$ cat src/rtl/mult5_seq_ctrl_pkg.sv
// Shared constants, state encoding and early-exit helpers for the 5x5 sequential multiplier.
// The helpers are only referenced when MULT5_EARLY_EXIT_EN is defined.
package mult5_seq_ctrl_pkg;

  localparam int WIDTH  = 5;
  localparam int ITER   = 5;
  localparam int PROD_W = 10;
  localparam int ACC_W  = 11;
  localparam int CNT_W  = 3;

  typedef enum logic [1:0] {
    ST_IDLE = 2'd0,
    ST_RUN  = 2'd1,
    ST_DONE = 2'd2
  } state_e;

  // Mask of multiplier bits still unconsumed in lo after the iteration with index cnt.
  function automatic logic [WIDTH-1:0] rem_mask(input logic [CNT_W-1:0] cnt);
    logic [WIDTH-1:0] m;
    m = '0;
    case (cnt)
      3'd0:    m = 5'b01111;
      3'd1:    m = 5'b00111;
      3'd2:    m = 5'b00011;
      3'd3:    m = 5'b00001;
      default: m = 5'b00000;
    endcase
    return m;
  endfunction

  // Remaining shifts (ITER-1-cnt) once the iteration with index cnt has been applied.
  function automatic logic [CNT_W-1:0] rem_shift(input logic [CNT_W-1:0] cnt);
    logic [CNT_W-1:0] s;
    s = '0;
    case (cnt)
      3'd0:    s = 3'd4;
      3'd1:    s = 3'd3;
      3'd2:    s = 3'd2;
      3'd3:    s = 3'd1;
      default: s = 3'd0;
    endcase
    return s;
  endfunction

endpackage

$ cat src/rtl/fivebit_adder.sv
// 5-bit ripple adder with carry in/out; the only arithmetic shared by the multiplier.
module fivebit_adder (
  input  logic [4:0] a,
  input  logic [4:0] b,
  input  logic       cin,
  output logic [4:0] sum,
  output logic       cout
);

  assign {cout, sum} = {1'b0, a} + {1'b0, b} + {5'b00000, cin};

endmodule

$ cat src/rtl/mult5_seq_ctrl.sv
// Sequential 5x5 shift-and-add multiplier controller built around one shared fivebit_adder.
// Optional MULT5_EARLY_EXIT_EN: finish as soon as the remaining multiplier bits are all zero.
// Handshake: start is sampled only in IDLE; done is a one-cycle strobe and product holds until the next done.
module mult5_seq_ctrl
  import mult5_seq_ctrl_pkg::*;
#(
  parameter int P_WIDTH = WIDTH,
  parameter int P_ITER  = ITER
) (
  input  logic              clk,
  input  logic              reset,
  input  logic              start,
  input  logic [WIDTH-1:0]  a,
  input  logic [WIDTH-1:0]  b,
  output logic              busy,
  output logic              done,
  output logic [PROD_W-1:0] product,
  output logic [1:0]        dbg_state_o
);

  if (P_WIDTH != 5 || P_ITER != P_WIDTH) begin : g_bad_param
    $error("mult5_seq_ctrl supports only WIDTH=ITER=5");
  end

  state_e              state_q;
  logic [WIDTH-1:0]    mcand_q;
  logic [ACC_W-1:0]    acc_q;
  logic [CNT_W-1:0]    cnt_q;
  logic [PROD_W-1:0]   product_q;
  logic                busy_q;
  logic                done_q;

  logic [WIDTH-1:0]    add_sum;
  logic                add_cout;
  logic [ACC_W-1:0]    acc_step;
  logic [ACC_W-1:0]    acc_d;
  logic [CNT_W-1:0]    cnt_d;
  logic                last_d;
  logic [PROD_W-1:0]   product_d;

  fivebit_adder u_adder (
    .a    (acc_q[9:5]),
    .b    (mcand_q),
    .cin  (1'b0),
    .sum  (add_sum),
    .cout (add_cout)
  );

  // acc_q[10] is always zero after a shift, so the no-add path can reuse acc_q directly.
  always_comb begin
    acc_step = acc_q[0] ? {add_cout, add_sum, acc_q[4:0]} : acc_q;
    acc_d    = acc_step >> 1;
    cnt_d    = cnt_q + 3'd1;
`ifdef MULT5_EARLY_EXIT_EN
    last_d    = (cnt_q == CNT_W'(ITER - 1)) || ((acc_d[4:0] & rem_mask(cnt_q)) == '0);
    product_d = PROD_W'(acc_d >> rem_shift(cnt_q));
`else
    last_d    = (cnt_q == CNT_W'(ITER - 1));
    product_d = acc_d[PROD_W-1:0];
`endif
  end

  always_ff @(posedge clk) begin
    if (reset) begin
      state_q   <= ST_IDLE;
      mcand_q   <= '0;
      acc_q     <= '0;
      cnt_q     <= '0;
      product_q <= '0;
      busy_q    <= 1'b0;
      done_q    <= 1'b0;
    end else begin
      case (state_q)
        ST_IDLE: begin
          done_q <= 1'b0;
          if (start) begin
            mcand_q <= a;
            acc_q   <= {6'b000000, b};
            cnt_q   <= '0;
            busy_q  <= 1'b1;
            state_q <= ST_RUN;
          end
        end
        ST_RUN: begin
          acc_q <= acc_d;
          cnt_q <= cnt_d;
          if (last_d) begin
            product_q <= product_d;
            done_q    <= 1'b1;
            state_q   <= ST_DONE;
          end
        end
        ST_DONE: begin
          done_q  <= 1'b0;
          busy_q  <= 1'b0;
          state_q <= ST_IDLE;
        end
        default: begin
          done_q  <= 1'b0;
          busy_q  <= 1'b0;
          state_q <= ST_IDLE;
        end
      endcase
    end
  end

  assign busy        = busy_q;
  assign done        = done_q;
  assign product     = product_q;
  assign dbg_state_o = state_q;

endmodule

$ cat config.mk
export PLATFORM = sky130hd
export DESIGN_NAME = mult5_seq_ctrl
export DESIGN_NICKNAME = d
export VERILOG_FILES = /design/src/rtl/mult5_seq_ctrl_pkg.sv /design/src/rtl/fivebit_adder.sv /design/src/rtl/mult5_seq_ctrl.sv
export SDC_FILE = /design/constraint.sdc
export NUM_CORES = 1
export LEC_CHECK = 0
export ABC_AREA = 1
export CAP_MARGIN = 20
export CORE_MARGIN = 3
export CORE_UTILIZATION = 40
export DETAILED_ROUTE_END_ITERATION = 8
export MAX_ROUTING_LAYER = met4
export PLACE_DENSITY = 0.63
export SYNTH_ARGS = -nofsm -noshare
export SYNTH_HDL_FRONTEND = slang
export SYNTH_HIERARCHICAL = 1
export SYNTH_SLANG_ARGS = --single-unit
$ cat constraint.sdc
create_clock -name clk -period 2 [get_ports clk]
set_clock_uncertainty 0.15 [all_clocks]
set_input_delay 0.4 -clock clk [delete_from_list [all_inputs] [get_ports clk]]
set_output_delay 0.4 -clock clk [all_outputs]
set_load 0.05 [all_outputs]
==> impl_metrics.csv, run 1 <==
group,metric,value,unit
worst_setup_path,rr_endpoint,"product[5]",
routing,wl,3.170,mm
power_and_ir_drop,ir_worst_vdd,0.0006443,V
logic_synthesis,netlist_instances,205,
clock_tree,clk_pin_slew,70,ps
logic_synthesis,netlist.area_leader.share,0.4197,
logic_synthesis,synth_common_cells,"nand2_1 (49), dfxtp_1 (32), nor2_1 (23)",
worst_setup_path,critical_path_arrival,1890,ps
worst_setup_path,timing.rr.start,"acc_q[5]",
place,gp_congestion,0.7868,
clock_tree,clockRootBuffer,"clkbuf_8",
worst_setup_path,crit_chain,"inv_1 > fa_1 > inv_2 > fa_2 > nand2_1 > nand2_1 > nand2_1 > a21oi_1",
logic_synthesis,syn_avg_cell_area,7.446,sq um
logic_synthesis,yosys_register_bits,32,
grt,grt_first_pass_wirelength,5.575,mm
finish,drive_gt1_frac,0.2050,
place,dp_slack,24.33,ps
timing,fin_crit,1873,ps
logic_synthesis,syn_nets,226,
floorplanning,coreArea,3495,sq um
grt,grt_pass1_vias,1277,
grt,track_usage,0.1683,
routing,drc,0,
finish,diodes,0,
clock_tree,cts_inserted_buffers,5,
logic_synthesis,syn-cell-area,1526,sq um
timing,rsz0062_at_grt,"false",
worst_setup_path,endpoint_kind,"register",
floorplanning,initial_core_util,0.4368,
logic_synthesis,synth_area_leaders,"dfxtp_1 (42%), nand2_1 (12%), nor2_1 (5.7%)",
power_and_ir_drop,power.density,803.7,nW/um^2
logic_synthesis,ys_seq_area_frac,0.4197,
worst_setup_path,slowest_stage,"fa_1",
worst_setup_path,cp_max_fo,3,
grt,grt_max_degree,19,
logic_synthesis,synth_edf_count,0,
floorplanning,fp.dieW,67.78,um
worst_setup_path,worstSetupPathType,"register to register",
run,drv_cap,0,
routing,routed-via-count,1340,
routing,antenna_left,0,
timing,setup_viol,0,
place,port_buffers,26,
outcome,status,"finished clean",
worst_setup_path,crit_path_frequent_cell,"nand2_1",
worst_setup_path,rr_worst_depth,8,
worst_setup_path,crit_end,"product[5]",
timing,hold_violations,0,
worst_setup_path,crit_start,"acc_q[5]",
routing,wl_per_cell,11.12,um
grt,antenna_found_initial,0,
floorplanning,dieArea,4593,sq um
clock_tree,htreeDepth,2,
worst_setup_path,critPathLaunchType,"register",
finish,final_nets,259,
timing,drv_slew,0,
timing,timing.final.ws_setup,126.8,ps
power_and_ir_drop,leakagePower,0.8912,nW
floorplanning,std_cell_rows,21,
clock_tree,postCtsHoldBufs,0,
clock_tree,clock_latency,280,ps
floorplanning,pin_count,27,
place,dp_hpwl,2.368,mm
floorplanning,die_h,67.78,um
routing,dr.pass1.iters,4,
grt,overflow,0,
timing,period_share,0.9366,
clock_tree,clk_path_buf_depth,2,
clock_tree,cts_resized,0,
timing,max_freq,533.9,MHz
logic_synthesis,synth_largest_area_cell,"dfxtp_1",
logic_synthesis,ys.flop_type,"dfxtp_1",
logic_synthesis,yosysMostFrequentCell,"nand2_1",
min_path,hp-class,"register to register",
logic_synthesis,yosysWarnings,6,
worst_setup_path,worst_path_largest_cell_delay,440,ps
timing,finalSetupTns,0,ps
logic_synthesis,async_flop_share,0,
logic_synthesis,synth_cell_types,23,
routing,drt_iter0_markers,98,
worst_setup_path,rrSetupSlack,130,ps
finish,syn_to_final_growth,28.12,%
routing,via_per_inst,4.702,
worst_setup_path,crit_required,2020,ps
clock_tree,cts_setup_buffers,0,
clock_tree,clock_sinks,32,
clock_tree,tritoncts,"yes",
## where the power goes
group	internal [mW]	leakage [nW]	switching, mW	total, mW
sequential	0.664	0.262	0.0218	0.686
clock	0.439	0.0645	0.240	0.679
combinational	0.0879	0.565	0.119	0.207
## cells in the final DEF (no fill, tap or decap), types with 2 or more instances in the layout
cell             netlist  final
a21oi_1               11     11
a21oi_2                2      2
buf_4                  0     18
clkbuf_8               0      7
clkdlybuf4s50_1        0     12
dfxtp_1               32     31
ha_1                   6      6
inv_1                 17     16
inv_2                  5      6
nand2_1               49     49
nand2_2                4      4
nand3_1               17     17
nor2_1                23     23
o21ai_0               14     12
o21ai_1                8      9
or2_2                  3      3
## final cells by class
| cell class | count | area [sq um] |
|---|---|---|
| Fill cell | 353 | 1539 |
| Timing Repair Buffer | 31 | 275.3 |
| Multi-Input combinational cell | 146 | 772.0 |
| Clock buffer | 7 | 96.34 |
| Inverter | 22 | 82.58 |
| Sequential cell | 32 | 641.9 |
| Clock inverter | 1 | 30.03 |
| Tap cell | 46 | 57.56 |
## worst max-delay path, delay by kind of cell (launching register included)
family	cells	cell delay, ps
adder cells (fa/ha/maj)	2	860
AO/OA/AOI/OAI	1	60
buffers and inverters	2	140
flip-flops	1	340
AND/OR/NAND/NOR	3	210
## through the flow
step / util / hold WS, ps / power, mW / instances / cell area, sq um
2_1_floorplan: - / 298.5 / 0.8378 / 205 / 1526
6_report: 0.5596 / 320.7 / 1.572 / 285 / 1956
3_3_place_gp: 0.5213 / 316.3 / 0.9053 / 277 / 1822
5_1_grt: 0.5596 / 354.0 / 1.645 / 285 / 1956
4_1_cts: 0.5575 / 324.4 / 1.585 / 285 / 1948
3_5_place_dp: 0.5213 / 312.7 / 0.9060 / 277 / 1822
## how the worst min path moves through the flow
stage,startpoint,end,depth (start not counted)
finish,product[4],product[4],2
global route,acc_q[5],acc_q[5],2
CTS,product[4],product[4],2
detailed placement,product[4],product[4],2
global placement,product[5],product[5],2
floorplan,acc_q[4],product[3],2
## registers in the layout, indices dropped and copies added, names as in the netlist
| name | cells |
|---|---|
| cnt_q | 3 |
| acc_q | 10 |
| busy | 1 |
| done | 1 |
| product | 10 |
| dbg_state_o | 2 |
| mcand_q | 5 |
## metal layers
layer  share of wire  track usage
met4           0.016      0.07444
met1            0.49       0.2055
met2            0.45       0.2625
met3           0.040      0.04160
met5               0            -
## cell families after synthesis
family / synth area share
and+or+nand+nor: 0.2877
AOI/OAI and AO/OA: 0.1303
DFF: 0.4197
buffers and inverters: 0.07869
adders and majority gates: 0.07541
xor gates and xnor gates: 0.005739
other: 0.002457
Power figures use the tool's default switching activity.
==> inputs of run 2 (changes only) <==
--- a/config.mk
+++ b/config.mk
@@ -10,6 +10,7 @@
 export CORE_MARGIN = 3
 export CORE_UTILIZATION = 40
 export DETAILED_ROUTE_END_ITERATION = 8
+export HOLD_SLACK_MARGIN = 0.15
 export MAX_ROUTING_LAYER = met4
 export PLACE_DENSITY = 0.63
 export SYNTH_ARGS = -nofsm -noshare
==> results of run 2 <==
Final layout, timing and power as in run 1 (identical DEF).
==> inputs of run 3 (changes only) <==
--- a/config.mk
+++ b/config.mk
@@ -7,6 +7,7 @@
 export LEC_CHECK = 0
 export ABC_AREA = 1
 export CAP_MARGIN = 20
+export CORE_ASPECT_RATIO = 1.25
 export CORE_MARGIN = 3
 export CORE_UTILIZATION = 40
 export DETAILED_ROUTE_END_ITERATION = 8
==> run 3 against run 2 <==
  * Combinational power is essentially flat
  * Fmax grew 0.82%
  * Clock power decreased by 25%
  * Global-route usage is 0.24 points lower
  * Register-to-register slack improved by 20 ps
  * Design area shrank 2.2%
  * Cell count is 3.2% lower
  * Sequential share of layout area up 0.73 points
  * Flip-flop and latch count is the same
  * First-iteration DRC count fell by 18%
  * Wire length up 1.6%
  * Clock-buffer cell count decreased by 1
  * Critical path type unchanged
  * Highest routed layer unchanged
==> impl_metrics.csv, run 3 (synthesis results as in run 1) <==
group,metric,value,unit
worst_setup_path,critPathLaunchType,"register",
clock_tree,htreeDepth,2,
min_path,holdPathStages,2,
power_and_ir_drop,power.density,736.0,nW/um^2
finish,final_nets,257,
worst_setup_path,cp_max_fo,3,
clock_tree,clk_pin_slew,60,ps
timing,period_share,0.9289,
finish,drive_gt1_frac,0.2025,
place,gp_congestion,0.7655,
power_and_ir_drop,leakagePower,0.8716,nW
clock_tree,postCtsHoldBufs,0,
clock_tree,tritoncts,"yes",
clock_tree,cts_resized,0,
min_path,hp-start,"acc_q[5]",
routing,dr.pass1.iters,4,
place,port_buffers,26,
routing,via_per_inst,4.822,
routing,drt_iter0_markers,80,
grt,grt_max_degree,18,
min_path,holdPathEnd,"acc_q[5]",
finish,layout.cells.most_common,"nand2_1",
routing,wl,3.220,mm
finish,diodes,0,
floorplanning,pin_count,27,
routing,antenna_left,0,
finish,syn_to_final_growth,25.33,%
worst_setup_path,timing.rr.start,"acc_q[5]",
clock_tree,clock_sinks,32,
grt,grt_first_pass_wirelength,5.416,mm
power_and_ir_drop,power,1.408,mW
worst_setup_path,rr_worst_depth,9,
clock_tree,cts_inserted_buffers,5,
worst_setup_path,rrSetupSlack,140,ps
timing,fin_crit,1858,ps
timing,hold_violations,0,
grt,grt_pass1_vias,1202,
floorplanning,initial_core_util,0.4272,
routing,drc,0,
finish,final_cell_mix,"nand2_1 (48), dfxtp_1 (31), nor2_1 (23), nand3_1 (17), inv_1 (16)",
grt,antenna_found_initial,0,
clock_tree,clock_latency,280,ps
worst_setup_path,endpoint_kind,"register",
timing,finalSetupTns,0,ps
timing,setup_viol,0,
power_and_ir_drop,ir_worst_vdd,0.0004076,V
timing,drv_slew,0,
finish,design_area,1913,sq um
run,drv_cap,0,
place,dp_hpwl,2.295,mm
floorplanning,fp.dieW,61.26,um
floorplanning,die_h,75.07,um
worst_setup_path,critical_path_arrival,1870,ps
finish,final_core_util,0.5354,
worst_setup_path,rr_endpoint,"acc_q[8]",
grt,track_usage,0.1660,
floorplanning,coreArea,3573,sq um
worst_setup_path,crit_required,2010,ps
timing,rsz0062_at_grt,"false",
place,dpl_cell_area,1810,sq um
worst_setup_path,worstSetupPathType,"register to register",
outcome,status,"finished clean",
min_path,hp-class,"register to register",
clock_tree,cts_setup_buffers,0,
floorplanning,dieArea,4598,sq um
clock_tree,clockRootBuffer,"clkbuf_8",
place,dp_slack,38.36,ps
timing,timing.final.ws_setup,142.2,ps
routing,wl_per_cell,11.67,um
timing,max_freq,538.3,MHz
routing,routed-via-count,1331,
grt,overflow,0,
floorplanning,std_cell_rows,24,
clock_tree,clk_path_buf_depth,2,
finish,n_fill_cell,376,
[run 3: worst max-delay path: stages, from the launching register on]
cell     delay [ps]
dfxtp_2         340
inv_1            60
fa_1            420
inv_2            80
fa_2            200
nand3_1          90
nand3_1         100
nand2_1          70
o21ai_2         140
o21ai_0          90
[run 3: how the worst max path moves through the flow]
stage	start	to	cells past startpoint
floorplan	acc_q[5]	acc_q[8]	9
global placement	acc_q[5]	acc_q[8]	9
detailed placement	acc_q[5]	acc_q[8]	9
CTS	acc_q[5]	acc_q[8]	9
global route	acc_q[5]	product[6]	9
finish	acc_q[5]	acc_q[8]	9
[run 3: report_power, final]
| group | leakage, nW | internal [mW] | total (mW) | switching, mW |
|---|---|---|---|---|
| Combinational | 0.559 | 0.0889 | 0.209 | 0.120 |
| Clock | 0.0510 | 0.274 | 0.512 | 0.238 |
| Sequential | 0.262 | 0.664 | 0.687 | 0.0226 |
[run 3: routing by layer]
metal | vias to the layer above | wire length [um] | track usage
li1 | 711 | - | -
met2 | 24 | 1477 | 0.2353
met3 | 6 | 146 | 0.06175
met1 | 590 | 1537 | 0.2128
met5 | - | 0 | -
met4 | 0 | 57 | 0.06265
[run 3: layout make-up]
| type | instances | area, sq um | share of cell area |
|---|---|---|---|
| Clock inverter | 2 | 10.01 | 0.005232 |
| Tap cell | 39 | 48.80 | 0.02551 |
| Multi-Input combinational cell | 146 | 774.5 | 0.4048 |
| Timing Repair Buffer | 29 | 272.8 | 0.1426 |
| Clock buffer | 6 | 82.58 | 0.04317 |
| Inverter | 22 | 82.58 | 0.04317 |
| Sequential cell | 32 | 641.9 | 0.3355 |
[run 3: through the flow]
| step | cells | hold slack (ps) |
|---|---|---|
| after detailed placement | 268 | 309.6 |
| after floorplan | 205 | 298.5 |
| after global placement | 268 | 309.3 |
| after CTS | 276 | 322.4 |
| after global routing | 276 | 335.7 |
| final | 276 | 319.8 |
